===== src/rtl/mem_arb_pkg.sv =====
// Shared types and default widths for the instruction/data memory port arbiter.
package mem_arb_pkg;

    localparam int DEFAULT_AW = 32;
    localparam int DEFAULT_DW = 32;

    typedef enum logic [1:0] {
        IDLE,
        ACCESS,
        RESP
    } state_t;

    typedef enum logic {
        REQ_I,
        REQ_D
    } req_id_t;

endpackage


===== src/rtl/arb_pick.sv =====
// Combinational winner selection between instruction and data requesters.
// ARB_RR_EN selects round-robin on ties; otherwise data has fixed priority.
module arb_pick
    import mem_arb_pkg::*;
(
    input  logic    i_req,
    input  logic    d_req,
`ifdef ARB_RR_EN
    input  req_id_t last_winner,
`endif
    output req_id_t winner,
    output logic    valid
);

    always_comb begin
        valid  = i_req | d_req;
        winner = REQ_I;
`ifdef ARB_RR_EN
        if (i_req && d_req) begin
            winner = (last_winner == REQ_I) ? REQ_D : REQ_I;
        end else if (d_req) begin
            winner = REQ_D;
        end
`else
        if (d_req) begin
            winner = REQ_D;
        end
`endif
    end

endmodule


===== src/rtl/mem_port_arbiter.sv =====
// Serialises instruction fetch and data requests onto one synchronous SRAM port.
// Build option ARB_RR_EN: round-robin tie-break instead of data-first priority.
module mem_port_arbiter
    import mem_arb_pkg::*;
#(
    parameter int AW = DEFAULT_AW,
    parameter int DW = DEFAULT_DW
) (
    input  logic            clk,
    input  logic            rst_n,
    input  logic            i_req,
    input  logic [AW-1:0]   i_addr,
    output logic            i_gnt,
    output logic            i_rvalid,
    output logic [DW-1:0]   i_rdata,
    input  logic            d_req,
    input  logic [AW-1:0]   d_addr,
    input  logic [DW/8-1:0] d_we,
    input  logic [DW-1:0]   d_wdata,
    output logic            d_gnt,
    output logic            d_rvalid,
    output logic [DW-1:0]   d_rdata,
    output logic            m_cs,
    output logic [AW-1:0]   m_addr,
    output logic [DW/8-1:0] m_we,
    output logic [DW-1:0]   m_wdata,
    input  logic [DW-1:0]   m_rdata
);

    state_t            state_reg;
    req_id_t           winner_reg;
    req_id_t           pick_winner;
    logic              pick_valid;
    logic              i_gnt_reg;
    logic              d_gnt_reg;
    logic              i_rvalid_reg;
    logic              d_rvalid_reg;
    logic              m_cs_reg;
    logic [AW-1:0]     m_addr_reg;
    logic [DW/8-1:0]   m_we_reg;
    logic [DW-1:0]     m_wdata_reg;
`ifdef ARB_RR_EN
    req_id_t           last_winner_reg;
`endif

    arb_pick u_pick (
        .i_req       (i_req),
        .d_req       (d_req),
`ifdef ARB_RR_EN
        .last_winner (last_winner_reg),
`endif
        .winner      (pick_winner),
        .valid       (pick_valid)
    );

    always_ff @(posedge clk or negedge rst_n) begin
        if (!rst_n) begin
            state_reg    <= IDLE;
            winner_reg   <= REQ_I;
            i_gnt_reg    <= 1'b0;
            d_gnt_reg    <= 1'b0;
            i_rvalid_reg <= 1'b0;
            d_rvalid_reg <= 1'b0;
            m_cs_reg     <= 1'b0;
            m_addr_reg   <= '0;
            m_we_reg     <= '0;
            m_wdata_reg  <= '0;
`ifdef ARB_RR_EN
            last_winner_reg <= REQ_I;
`endif
        end else begin
            // Grant, rvalid, chip select and strobes are single-cycle pulses.
            i_gnt_reg    <= 1'b0;
            d_gnt_reg    <= 1'b0;
            i_rvalid_reg <= 1'b0;
            d_rvalid_reg <= 1'b0;
            m_cs_reg     <= 1'b0;
            m_we_reg     <= '0;
            case (state_reg)
                IDLE: begin
                    if (pick_valid) begin
                        state_reg  <= ACCESS;
                        winner_reg <= pick_winner;
                        m_cs_reg   <= 1'b1;
`ifdef ARB_RR_EN
                        last_winner_reg <= pick_winner;
`endif
                        if (pick_winner == REQ_D) begin
                            d_gnt_reg   <= 1'b1;
                            m_addr_reg  <= d_addr;
                            m_we_reg    <= d_we;
                            m_wdata_reg <= d_wdata;
                        end else begin
                            i_gnt_reg   <= 1'b1;
                            m_addr_reg  <= i_addr;
                            m_wdata_reg <= '0;
                        end
                    end
                end
                ACCESS: begin
                    state_reg <= RESP;
                    if (winner_reg == REQ_D) begin
                        d_rvalid_reg <= 1'b1;
                    end else begin
                        i_rvalid_reg <= 1'b1;
                    end
                end
                RESP: begin
                    state_reg <= IDLE;
                end
                default: begin
                    state_reg <= IDLE;
                end
            endcase
        end
    end

    // SRAM data arrives the cycle after chip select, which is exactly the RESP cycle.
    assign i_rdata  = i_rvalid_reg ? m_rdata : '0;
    assign d_rdata  = d_rvalid_reg ? m_rdata : '0;
    assign i_gnt    = i_gnt_reg;
    assign d_gnt    = d_gnt_reg;
    assign i_rvalid = i_rvalid_reg;
    assign d_rvalid = d_rvalid_reg;
    assign m_cs     = m_cs_reg;
    assign m_addr   = m_addr_reg;
    assign m_we     = m_we_reg;
    assign m_wdata  = m_wdata_reg;

endmodule


===== config.mk =====
export PLATFORM = sky130hd
export DESIGN_NAME = mem_port_arbiter
export DESIGN_NICKNAME = d
export VERILOG_FILES = /design/src/rtl/mem_arb_pkg.sv /design/src/rtl/arb_pick.sv /design/src/rtl/mem_port_arbiter.sv
export SDC_FILE = /design/constraint.sdc
export NUM_CORES = 1
export LEC_CHECK = 0
export CELL_PAD_IN_SITES_DETAIL_PLACEMENT = 0
export CELL_PAD_IN_SITES_GLOBAL_PLACEMENT = 1
export CORE_AREA = 2 2 134 136
export CTS_CLUSTER_SIZE = 28
export DETAILED_ROUTE_END_ITERATION = 6
export DIE_AREA = 0 0 136 138
export GPL_TIMING_DRIVEN = 0
export PLACE_DENSITY = 0.74
export SLEW_MARGIN = 20
export SYNTH_ARGS = -nofsm -noshare
export SYNTH_HDL_FRONTEND = slang
export SYNTH_HIERARCHICAL = 1
export SYNTH_SLANG_ARGS = --single-unit

===== constraint.sdc =====
create_clock -name clk -period 1.4 [get_ports clk]
set_clock_uncertainty 0.15 [all_clocks]
set_input_delay 0.28 -clock clk [delete_from_list [all_inputs] [get_ports clk]]
set_output_delay 0.28 -clock clk [all_outputs]
set_load 0.02 [all_outputs]

* Word level (Yosys, flattened, before mapping)
Index checks and enable logic that the tools add are counted.
** Cells by class
- Equality and inequality tests :: 2
- Mux-type cells :: 22
- Bitwise logic cells :: 1
- Reduce and logical (&&, ||, !) cells :: 2
** Operator list (number)
- two-way mux 32 bit :: 4
- two-way mux 1 bit :: 13
- two-way mux 4 bit :: 3
- one-hot mux 2 bit (2 select lines) :: 1
- == test 2 x 1 -> 1 bit, second input constant :: 1
- zero test 2 bit :: 1
- two-way mux 2 bit :: 1
- inequality test 2 bit, second input constant :: 1
- AND reduction 2 bit :: 1
- bitwise OR 1 bit :: 1
** Storage, ports and cells
- Register bits after elaboration :: 76
- Input port bits :: 136
- Logic and storage cells :: 37

* Longest topological paths before layout
Gate-level depths: netlist of run 1.
- Depth after elaboration :: 4
- Depth in mapped cells :: 7

* By module
The synthesis of run 1 kept the hierarchy.
** Modules (own cells, without submodules)
- mem_port_arbiter :: instances 1, cells each 334, area an instance 4043.9 sq um, seq. area each 1901.8 sq um
- arb_pick :: instances 1, cells each 2, area an instance 13.8 sq um, seq. area each 0.0 sq um

* Worst setup path before layout of run 1
No wires, ideal clock.
- Path type :: input-to-reg
- From :: input port d_req
- To :: register m_addr_reg[13], in the netlist m_addr[13]
- Setup time :: 125 ps
- Arrival time :: 1232 ps
- Data required time :: 1125 ps
- Slack :: -107 ps
- Cell stages on the path :: 5
- Cells stage by stage :: or2_1 nor3b_1 buf_4 buf_4 mux2_4
** Between the ends
- Longest elaborated chain between the ends :: 2
- Elaborated cells on any way between the ends :: 4
** RTL lines
- start: declaration :: line mem_port_arbiter.sv:16 : input logic d_req,
- two-way mux 1 bit / bitwise OR 1 bit (equally long branches) :: line arb_pick.sv:25, arb_pick.sv:16
- two-way mux 32 bit / AND reduction 2 bit (equally long branches)
- end signal: assignment :: line mem_port_arbiter.sv:90 : m_addr_reg <= d_addr;
- end signal: assignment :: line mem_port_arbiter.sv:95 : m_addr_reg <= i_addr;
- end: declaration :: line mem_port_arbiter.sv:39 : logic [AW-1:0] m_addr_reg;
Several ways; a longest one is shown, not always the timed one.
A chain may end at the register's enable or synchronous reset.

* Final worst setup path of run 1
- From :: register i_rvalid_reg, in the netlist i_rvalid
- To :: output port i_rdata[14]
** Between the ends
- Longest elaborated chain between the ends :: 1
** RTL lines
- start: declaration :: line mem_port_arbiter.sv:36 : logic i_rvalid_reg;
- start signal: assignment :: line mem_port_arbiter.sv:62 : i_rvalid_reg <= 1'b0;
- start signal: assignment :: line mem_port_arbiter.sv:75 : i_rvalid_reg <= 1'b0;
- start signal: assignment :: line mem_port_arbiter.sv:105 : i_rvalid_reg <= 1'b1;
- two-way mux 32 bit :: line mem_port_arbiter.sv:119 : assign i_rdata = i_rvalid_reg ? m_rdata : '0;
- end: declaration :: line mem_port_arbiter.sv:15 : output logic [DW-1:0] i_rdata,
No other way between the ends.

==> results of run 1 <==
## worst max-delay path by stage
stage	from	endpoint	slack, ns	cells after the start
finish	i_rvalid	i_rdata[14]	-0.33	3
global route	i_rvalid	i_rdata[21]	-0.38	3
CTS	i_rvalid	i_rdata[23]	-0.36	3
detailed placement	d_req	m_addr[17]	-0.70	6
global placement	rst_n	d_rvalid	-2.94	1
floorplan	d_req	m_addr[0]	-0.08	5
## logic make-up (layout without fill, tap and decap cells)
group                  Yosys count  after routing  share of synthesized area
multiplexers                    97             97                      0.309
buffers and inverters           55            365                     0.0746
AND/OR/NAND/NOR                108            108                      0.147
flip-flops                      76             76                      0.469
## placed cells by master, fill, tap and decap left out, types with 3 or more instances in the layout
cell type        synthesis  routed
buf_4                    7      11
and3_1                   4       4
and2_1                  66      37
buf_6                    6      38
dfrtp_1                 76      74
clkdlybuf4s50_1          0     132
mux2_2                  11       5
clkinv_2                 0       3
mux2_4                  54      60
clkbuf_16                0       9
and2_4                   0      29
nand2_1                 32      32
mux2i_1                 32      32
buf_8                    2      13
buf_12                   0      10
inv_1                   32      32
buf_2                    2     107
## per-stage QoR
| stage | worst slack, ns | hold slack (ns) | area, um^2 |
|---|---|---|---|
| floorplan | -0.0828 | -0.166 | 4080 |
| global placement | -2.94 | 0.279 | 7090 |
| detailed placement | -0.698 | 0.148 | 7110 |
| CTS | -0.360 | 0.301 | 7400 |
| global route | -0.376 | 0.326 | 7430 |
| finish | -0.333 | 0.299 | 7430 |
## area by class of cell
class                   instances  area, um^2
plain buffers                  20         273
clock buffers                  10         229
clock inverters                 6        62.6
fillers                      1692       10100
inverters                      32         120
multi-input cells             205        1970
flip-flops and latches         76        1900
well taps                     229         287
repair buffers                297        2590
## power breakdown
part	switching [W]	total [W]	internal, W
Combinational	0.00397	0.00831	0.00435
Sequential	0.000560	0.00371	0.00315
Clock	0.000943	0.00232	0.00138
Total	0.00547	0.0144	0.00888
## layer usage
| layer | global-route usage | part of all wire |
|---|---|---|
| met3 | 0.0535 | 0.094 |
| met5 | 0 | 0 |
| met4 | 0.0428 | 0.013 |
| met1 | 0.160 | 0.35 |
| met2 | 0.290 | 0.54 |
## worst max-delay path, cell delays in order (launching register included)
cell	delay, ns
dfrtp_2	0.48
buf_4	0.17
and2_1	0.16
buf_4	0.16
## repair_timing
item,4_1_cts,5_1_grt
pin swaps,5,4
gates resized for setup,641,83
endpoints found under the setup margin,209,141
gates cloned,8,0
endpoints found under the hold margin,37,0
hold buffers,1,0
buffers inserted,20,2
==> flow_summary.json, run 1 <==
{
  "status": "complete, but fails checks",
  "violations": "negative setup slack",
  "netlist_instances": 336,
  "drc_errors": 0,
  "start_kind": "flip-flop",
  "std_cell_rows": 49,
  "synth_seq_cells": 76,
  "grtUsageTotal": 0.154,
  "holdPathStages": 1,
  "path_clk_slew_ns": 0.06,
  "synth_top_area_frac": 0.469,
  "synth_fp_nets": 472,
  "synthToLayoutAreaGrowth_pct": 83.1,
  "die_area_mm2": 0.0188,
  "p_leak_nw": 3.72,
  "antennaDiodeCount": 0,
  "synth_area_mm2": 0.00406,
  "rsz0062_at_grt": "yes",
  "vias": 3550,
  "antenna_found_initial": 0,
  "firstDrtPassIters": 4,
  "io_pins": 273,
  "rr_worst_depth": 5,
  "io_buffer_count": 272,
  "fin_ws_ns": -0.333,
  "critPathKind": "flip-flop to primary output",
  "grt_pass1_wl_mm": 22.3,
  "gr-total-overflow": 0,
  "clockRootBuffer": "clkbuf_16",
  "worstHoldPathType": "flip-flop to flip-flop",
  "slew_viol_final": 0,
  "max-cap-violations": 0,
  "tns_ns": -27.66,
  "synth-main-ff-cell": "dfrtp_1",
  "hold_end": "i_rvalid",
  "cts_tree": "built",
  "peakVddDrop_uv": 727,
  "synth-edff-count": 0,
  "routed_via_density": 4.06,
  "first_global_vias": 3937,
  "cts_buffers": 9,
  "yosys-top-cells-count": "dfrtp_1 (76), and2_1 (66), mux2_4 (54)",
  "fin_crit_sh": 1.24,
  "grt_max_degree": 40,
  "die_y_um": 138,
  "yosysMostFrequentCell": "dfrtp_1",
  "r2r-start": "state_reg[1]",
  "cts.sinks": 76,
  "coreArea_mm2": 0.0175,
  "gp_congestion": 0.739,
  "synth_cell_type_count": 16,
  "synthArstFlopShare": 1.00,
  "hold_viol_final": 0,
  "min_from": "winner_reg",
  "drt_iter0_drc": 89,
  "clk_path_buf_depth": 2,
  "avgSynthCellArea_um2": 12.1,
  "setup_viol": 137,
  "layoutNonFillerInstCount": 875,
  "cp_max_fo": 7,
  "max_freq_ghz": 0.577,
  "p_per_area_mw_per_mm2": 1930,
  "arrival_ns": 1.30,
  "yosys_warnings": 6,
  "ant_nets": 0,
  "die_w_um": 136,
  "ctsHtreeMaxLevel": 3,
  "synth_area_leader_cell": "dfrtp_1",
  "ys_top_cells_by_area": "dfrtp_1 (47%), mux2_4 (20%), and2_1 (10%)",
  "fin_nets": 777,
  "period_minus_slack_ns": 1.73,
  "critPathRequiredTime_ns": 0.97,
  "dpl.hpwl_mm": 11.0,
  "insertion_delay_ns": 0.33,
  "worst_pin_slew_ns": 0.528,
  "start_util": 0.231,
  "slew_headroom": 0.648,
  "r2r-end": "m_addr[7]",
  "total_power_w": 0.0144,
  "layout-drive-gt1-share": 0.457,
  "seq_area_frac_synth": 0.469,
  "cp-end-kind": "primary output",
  "placed_cells": 838,
  "rrSetupSlack_ns": -0.22,
  "final_core_util": 0.424,
  "routed_wl_mm": 14.4,
  "wire_per_inst_um": 16.4
}
No activity file was read; power rests on OpenSTA's default activity.
==> run 2: changes to the inputs <==
HOLD_SLACK_MARGIN = 0.02   (was default)
PLACE_DENSITY = default   (was 0.74)
PLACE_DENSITY_LB_ADDON = 0.1   (was default)
==> run 2 against run 1 <==
The run still ends with negative setup slack left. Cell area shrank 0.96%. Largest power group unchanged. Power shrank 0.59%. First-iteration DRC count shrank 40%. Highest routed layer unchanged. Wire length grew 2.2%. Utilization shrank 0.41 points. Combinational power shrank 3.7%. Critical path depth is the same. Worst setup slack gained 0.014 ns. Clock power grew 11%. Sequential power is essentially flat. Maximum frequency grew 0.83%. Die area is the same.
==> flow_summary.json, run 2 (synthesis results as in run 1) <==
{
  "p_leak_nw": 3.69,
  "ctsHtreeMaxLevel": 3,
  "critPathKind": "flip-flop to primary output",
  "cp_max_fo": 10,
  "r2r-start": "state_reg[0]",
  "whs_ns": 0.307,
  "worst_pin_slew_ns": 0.532,
  "wire_per_inst_um": 16.8,
  "die_w_um": 136,
  "cp_slowest_cell": "dfrtp_2",
  "critPathTopFamily": "flip-flops",
  "grtUsageTotal": 0.156,
  "r2r-end": "m_addr[18]",
  "cp.depth": 3,
  "final_core_util": 0.420,
  "firstDrtPassIters": 4,
  "path_clk_slew_ns": 0.06,
  "synthToLayoutAreaGrowth_pct": 81.3,
  "insertion_delay_ns": 0.34,
  "ant_nets": 0,
  "p_per_area_mw_per_mm2": 1940,
  "status": "complete, but fails checks",
  "critPathRequiredTime_ns": 0.97,
  "drc_errors": 0,
  "cp-end-kind": "primary output",
  "total_power_w": 0.0143,
  "cts_tree": "built",
  "peakVddDrop_uv": 671,
  "critPathBufInv": 2,
  "vias": 3510,
  "drt_iter0_drc": 53,
  "rsz0062_at_grt": "yes",
  "std_cell_rows": 49,
  "arrival_ns": 1.29,
  "dpl_cell_area_mm2": 0.00712,
  "final_common_cell": "clkdlybuf4s50_1",
  "routed_via_density": 4.01,
  "rrSetupSlack_ns": -0.29,
  "die_area_mm2": 0.0188,
  "max-cap-violations": 0,
  "hold_viol_final": 0,
  "crit_chain": "buf_8 > and2_1 > buf_2",
  "layout-drive-gt1-share": 0.440,
  "clockRootBuffer": "clkbuf_16",
  "first_global_vias": 3708,
  "setup_viol": 136,
  "die_y_um": 138,
  "grt_max_degree": 43,
  "layout_common_cells": "clkdlybuf4s50_1 (132), buf_2 (117), dfrtp_1 (74)",
  "start_kind": "flip-flop",
  "io_pins": 273,
  "cts.sinks": 76,
  "design_area_mm2": 0.00736,
  "fin_nets": 776,
  "violations": "negative setup slack",
  "timing.critical_path.from": "i_rvalid",
  "fin_ws_ns": -0.318,
  "antenna_found_initial": 1,
  "crit_end": "i_rdata[4]",
  "rr_worst_depth": 5,
  "grt_pass1_wl_mm": 22.1,
  "max_freq_ghz": 0.582,
  "slowest_delay_ns": 0.48,
  "routed_wl_mm": 14.7,
  "slew_viol_final": 0,
  "io_buffer_count": 272,
  "slew_headroom": 0.645,
  "gr-total-overflow": 0,
  "cts_buffers": 9,
  "dpl.hpwl_mm": 10.7,
  "coreArea_mm2": 0.0175,
  "fin_crit_sh": 1.23,
  "worstHoldPathType": "input port to asynchronous set/reset pin",
  "gp_congestion": 0.717,
  "start_util": 0.231,
  "clk_path_buf_depth": 2,
  "period_minus_slack_ns": 1.72
}
[run 2: changes by cell type in the layout (fill, tap and decap cells not counted), moves of 3 or more]
cell    before  now
buf_2      107  117
buf_6       38   28
buf_12      10    7
and2_4      29   15
and2_1      37   51
[run 2: timing repair]
item                                   in CTS  in global routing
buffers inserted                           14                  9
pin swaps                                   6                  3
gates cloned                                9                  0
endpoints found under the hold margin      34                  0
setup endpoints to repair                 208                140
hold buffers                                1                  0
gates resized for setup                   660                 34
[run 2: routing by layer]
metal  track usage  up-vias  routed length, um
li1              -     1687                  -
met1         0.171     1653               5540
met2         0.277      152               7490
met3        0.0506       18               1370
met4        0.0592        0                285
met5             0        -                  0
[run 2: worst min-delay path by stage]
stage | startpoint | to | slack (ns) | cells past startpoint
6_report | rst_n | m_addr[5] | 0.31 | 2
3_3_place_gp | winner_reg | i_rvalid | 0.29 | 1
5_1_grt | d_wdata[27] | m_wdata[27] | 0.33 | 3
3_5_place_dp | rst_n | m_addr[5] | 0.15 | 1
4_1_cts | winner_reg | i_rvalid | 0.31 | 1
2_1_floorplan | rst_n | d_gnt | -0.17 | 0
[run 2: power breakdown]
part	internal, W	switching, W
clock network	0.00157	0.00100
logic	0.00409	0.00391
registers	0.00315	0.000539
total	0.00881	0.00545
[run 2: through the flow]
step           instances  TNS [ns]  setup slack, ns
2_1_floorplan        336     -2.45          -0.0828
3_3_place_gp         837   -313.84            -3.14
3_5_place_dp         838    -80.10           -0.669
4_1_cts              878    -33.14           -0.336
5_1_grt              875    -36.28           -0.368
6_report             875    -29.11           -0.318
[run 2: cell type report]
cell class / count / area [um^2]
Clock inverter: 7 / 97.6
Sequential cell: 76 / 1900
Clock buffer: 9 / 225
Timing Repair Buffer: 296 / 2520
Fill cell: 1757 / 10200
Inverter: 32 / 120
Buffer: 20 / 267
Antenna cell: 1 / 2.50
Tap cell: 229 / 287
Multi-Input combinational cell: 205 / 1940
==> run 3: changes to the inputs <==
CORE_AREA = 2 2 124 126   (was 2 2 134 136)
DIE_AREA = 0 0 126 128   (was 0 0 136 138)
clock period = 2.1 ns   (was 1.4 ns; I/O delays follow)
==> run 3 against run 2 <==
Register-to-register slack better by 0.78 ns. The run now ends clean. Die area down 14%. Non-clock buffer count is 19 lower. Sequential power decreased by 34%. Critical path depth unchanged. Critical endpoint is now i_rdata[24]. Via count is 4.2% lower.
==> flow_summary.json, run 3 (synthesis results as in run 1) <==
{
  "final_common_cell": "clkdlybuf4s50_1",
  "cts.sinks": 76,
  "cts_buffers": 9,
  "max_freq_ghz": 0.500,
  "layout-drive-gt1-share": 0.171,
  "worst_pin_slew_ns": 0.371,
  "swShare": 0.365,
  "hold_viol_final": 0,
  "dpl.hpwl_mm": 10.1,
  "grtUsageTotal": 0.154,
  "fin_ws_ns": 0.100,
  "slowest_delay_ns": 0.44,
  "worstHoldPathType": "flip-flop to flip-flop",
  "fin_nets": 757,
  "power.internal_w": 0.00575,
  "peakVddDrop_uv": 624,
  "coreArea_mm2": 0.0149,
  "slew_viol_final": 0,
  "crit_chain": "clkbuf_2 > and2_1 > dlygate4sd2_1",
  "arrival_ns": 1.43,
  "io_pins": 273,
  "cp_max_fo": 10,
  "pwr-share-comb": 0.547,
  "setup_viol": 0,
  "start_util": 0.273,
  "antenna_found_initial": 0,
  "die_y_um": 128,
  "vias": 3361,
  "wl_met3_mm": 1.16,
  "ctsHtreeMaxLevel": 3,
  "power_switching_w": 0.00330,
  "nFillCells": 1398,
  "dpl_cell_area_mm2": 0.00704,
  "cp_slowest_cell": "dfrtp_2",
  "clockRootBuffer": "clkbuf_16",
  "drt_iter0_drc": 37,
  "rsz0062_at_grt": "no",
  "p_leak_nw": 3.55,
  "synthToLayoutAreaGrowth_pct": 80.2,
  "critPathKind": "flip-flop to primary output",
  "p_per_area_mw_per_mm2": 1240,
  "insertion_delay_ns": 0.32,
  "critPathRequiredTime_ns": 1.53,
  "gp_congestion": 0.823,
  "slew_headroom": 0.753,
  "design_area_mm2": 0.00731,
  "period_minus_slack_ns": 2.00,
  "power_frac_seq": 0.270,
  "die_area_mm2": 0.0161,
  "maxUsedRoutingLayer": "met4",
  "final_core_util": 0.492,
  "start_kind": "flip-flop",
  "ant_nets": 0,
  "firstDrtPassIters": 4,
  "antennaDiodeCount": 0,
  "clkPwrFrac": 0.183,
  "fin_crit_sh": 0.952,
  "routed_wl_mm": 12.7,
  "std_cell_rows": 45,
  "routed_via_density": 4.13,
  "drt-met1-wl_mm": 4.83,
  "status": "complete, no violations",
  "dr_wl_met2_mm": 6.62,
  "first_global_vias": 3554,
  "layout_common_cells": "clkdlybuf4s50_1 (207), dfrtp_1 (75), and2_1 (66)",
  "post-place-ws_ns": -0.149,
  "path_clk_slew_ns": 0.06,
  "drc_errors": 0,
  "clk_path_buf_depth": 2,
  "grt_max_degree": 52,
  "total_power_w": 0.00905,
  "grt_pass1_wl_mm": 19.5,
  "wire_per_inst_um": 15.6,
  "cp-end-kind": "primary output",
  "gr-total-overflow": 0,
  "io_buffer_count": 272,
  "tns_ns": 0,
  "die_w_um": 126,
  "cts_tree": "built",
  "max-cap-violations": 0
}
## run 3: what timing repair did
item | in CTS | in global routing
endpoints found under the hold margin | 25 | 0
setup endpoints to repair | 64 | 15
resized for setup | 73 | 4
hold buffers | 1 | 0
setup buffers | 0 | 0
## run 3: area by class of cell
class	count	area [um^2]	share of cell area
multi-input cells	205	1850	0.253
clock inverters	7	98.8	0.0135
clock buffers	9	225	0.0308
inverters	32	120	0.0164
repair buffers	274	2680	0.367
well taps	188	235	0.0322
flip-flops and latches	76	1900	0.260
plain buffers	23	195	0.0267
## run 3: path summary, 6_finish.rpt
path	from	to	slack, ns	cells past startpoint
worst max-delay path	i_rvalid	i_rdata[24]	0.10	3
worst min-delay path	winner_reg	i_rvalid	0.30	1
worst max register to register	state_reg[0]	m_addr[18]	0.49	4
min in group asynchronous	rst_n	m_wdata[25]	0.40	2
max in group asynchronous	rst_n	i_rvalid	0.81	3
worst min register to register	winner_reg	i_rvalid	0.30	1
## run 3: power groups by stage
stage	Sequential, W	Combinational [W]	Clock (W)
final	0.00244	0.00495	0.00166
after global placement	0.00244	0.00517	0
after floorplan	0.00319	0.00203	0
after global routing	0.00254	0.00526	0.00178
after CTS	0.00246	0.00504	0.00171
after detailed placement	0.00246	0.00519	0
## run 3: layer usage
layer	global-route usage	vias to the layer above
met1	0.167	1565
met4	0.0349	0
met2	0.285	150
met5	0	-
li1	-	1644
met3	0.0580	2
## run 3: metrics by stage
| step | cells | hold slack [ns] |
|---|---|---|
| 2_1_floorplan | 336 | -0.0256 |
| 3_3_place_gp | 796 | 0.287 |
| 3_5_place_dp | 797 | 0.215 |
| 4_1_cts | 814 | 0.305 |
| 5_1_grt | 814 | 0.330 |
| 6_report | 814 | 0.299 |
## run 3: worst max-delay path: cells and delay by family (launching register included)
family,cells,cell delay (ns)
buffers and inverters,2,0.49
AND/OR/NAND/NOR,1,0.18
flip-flops,1,0.44
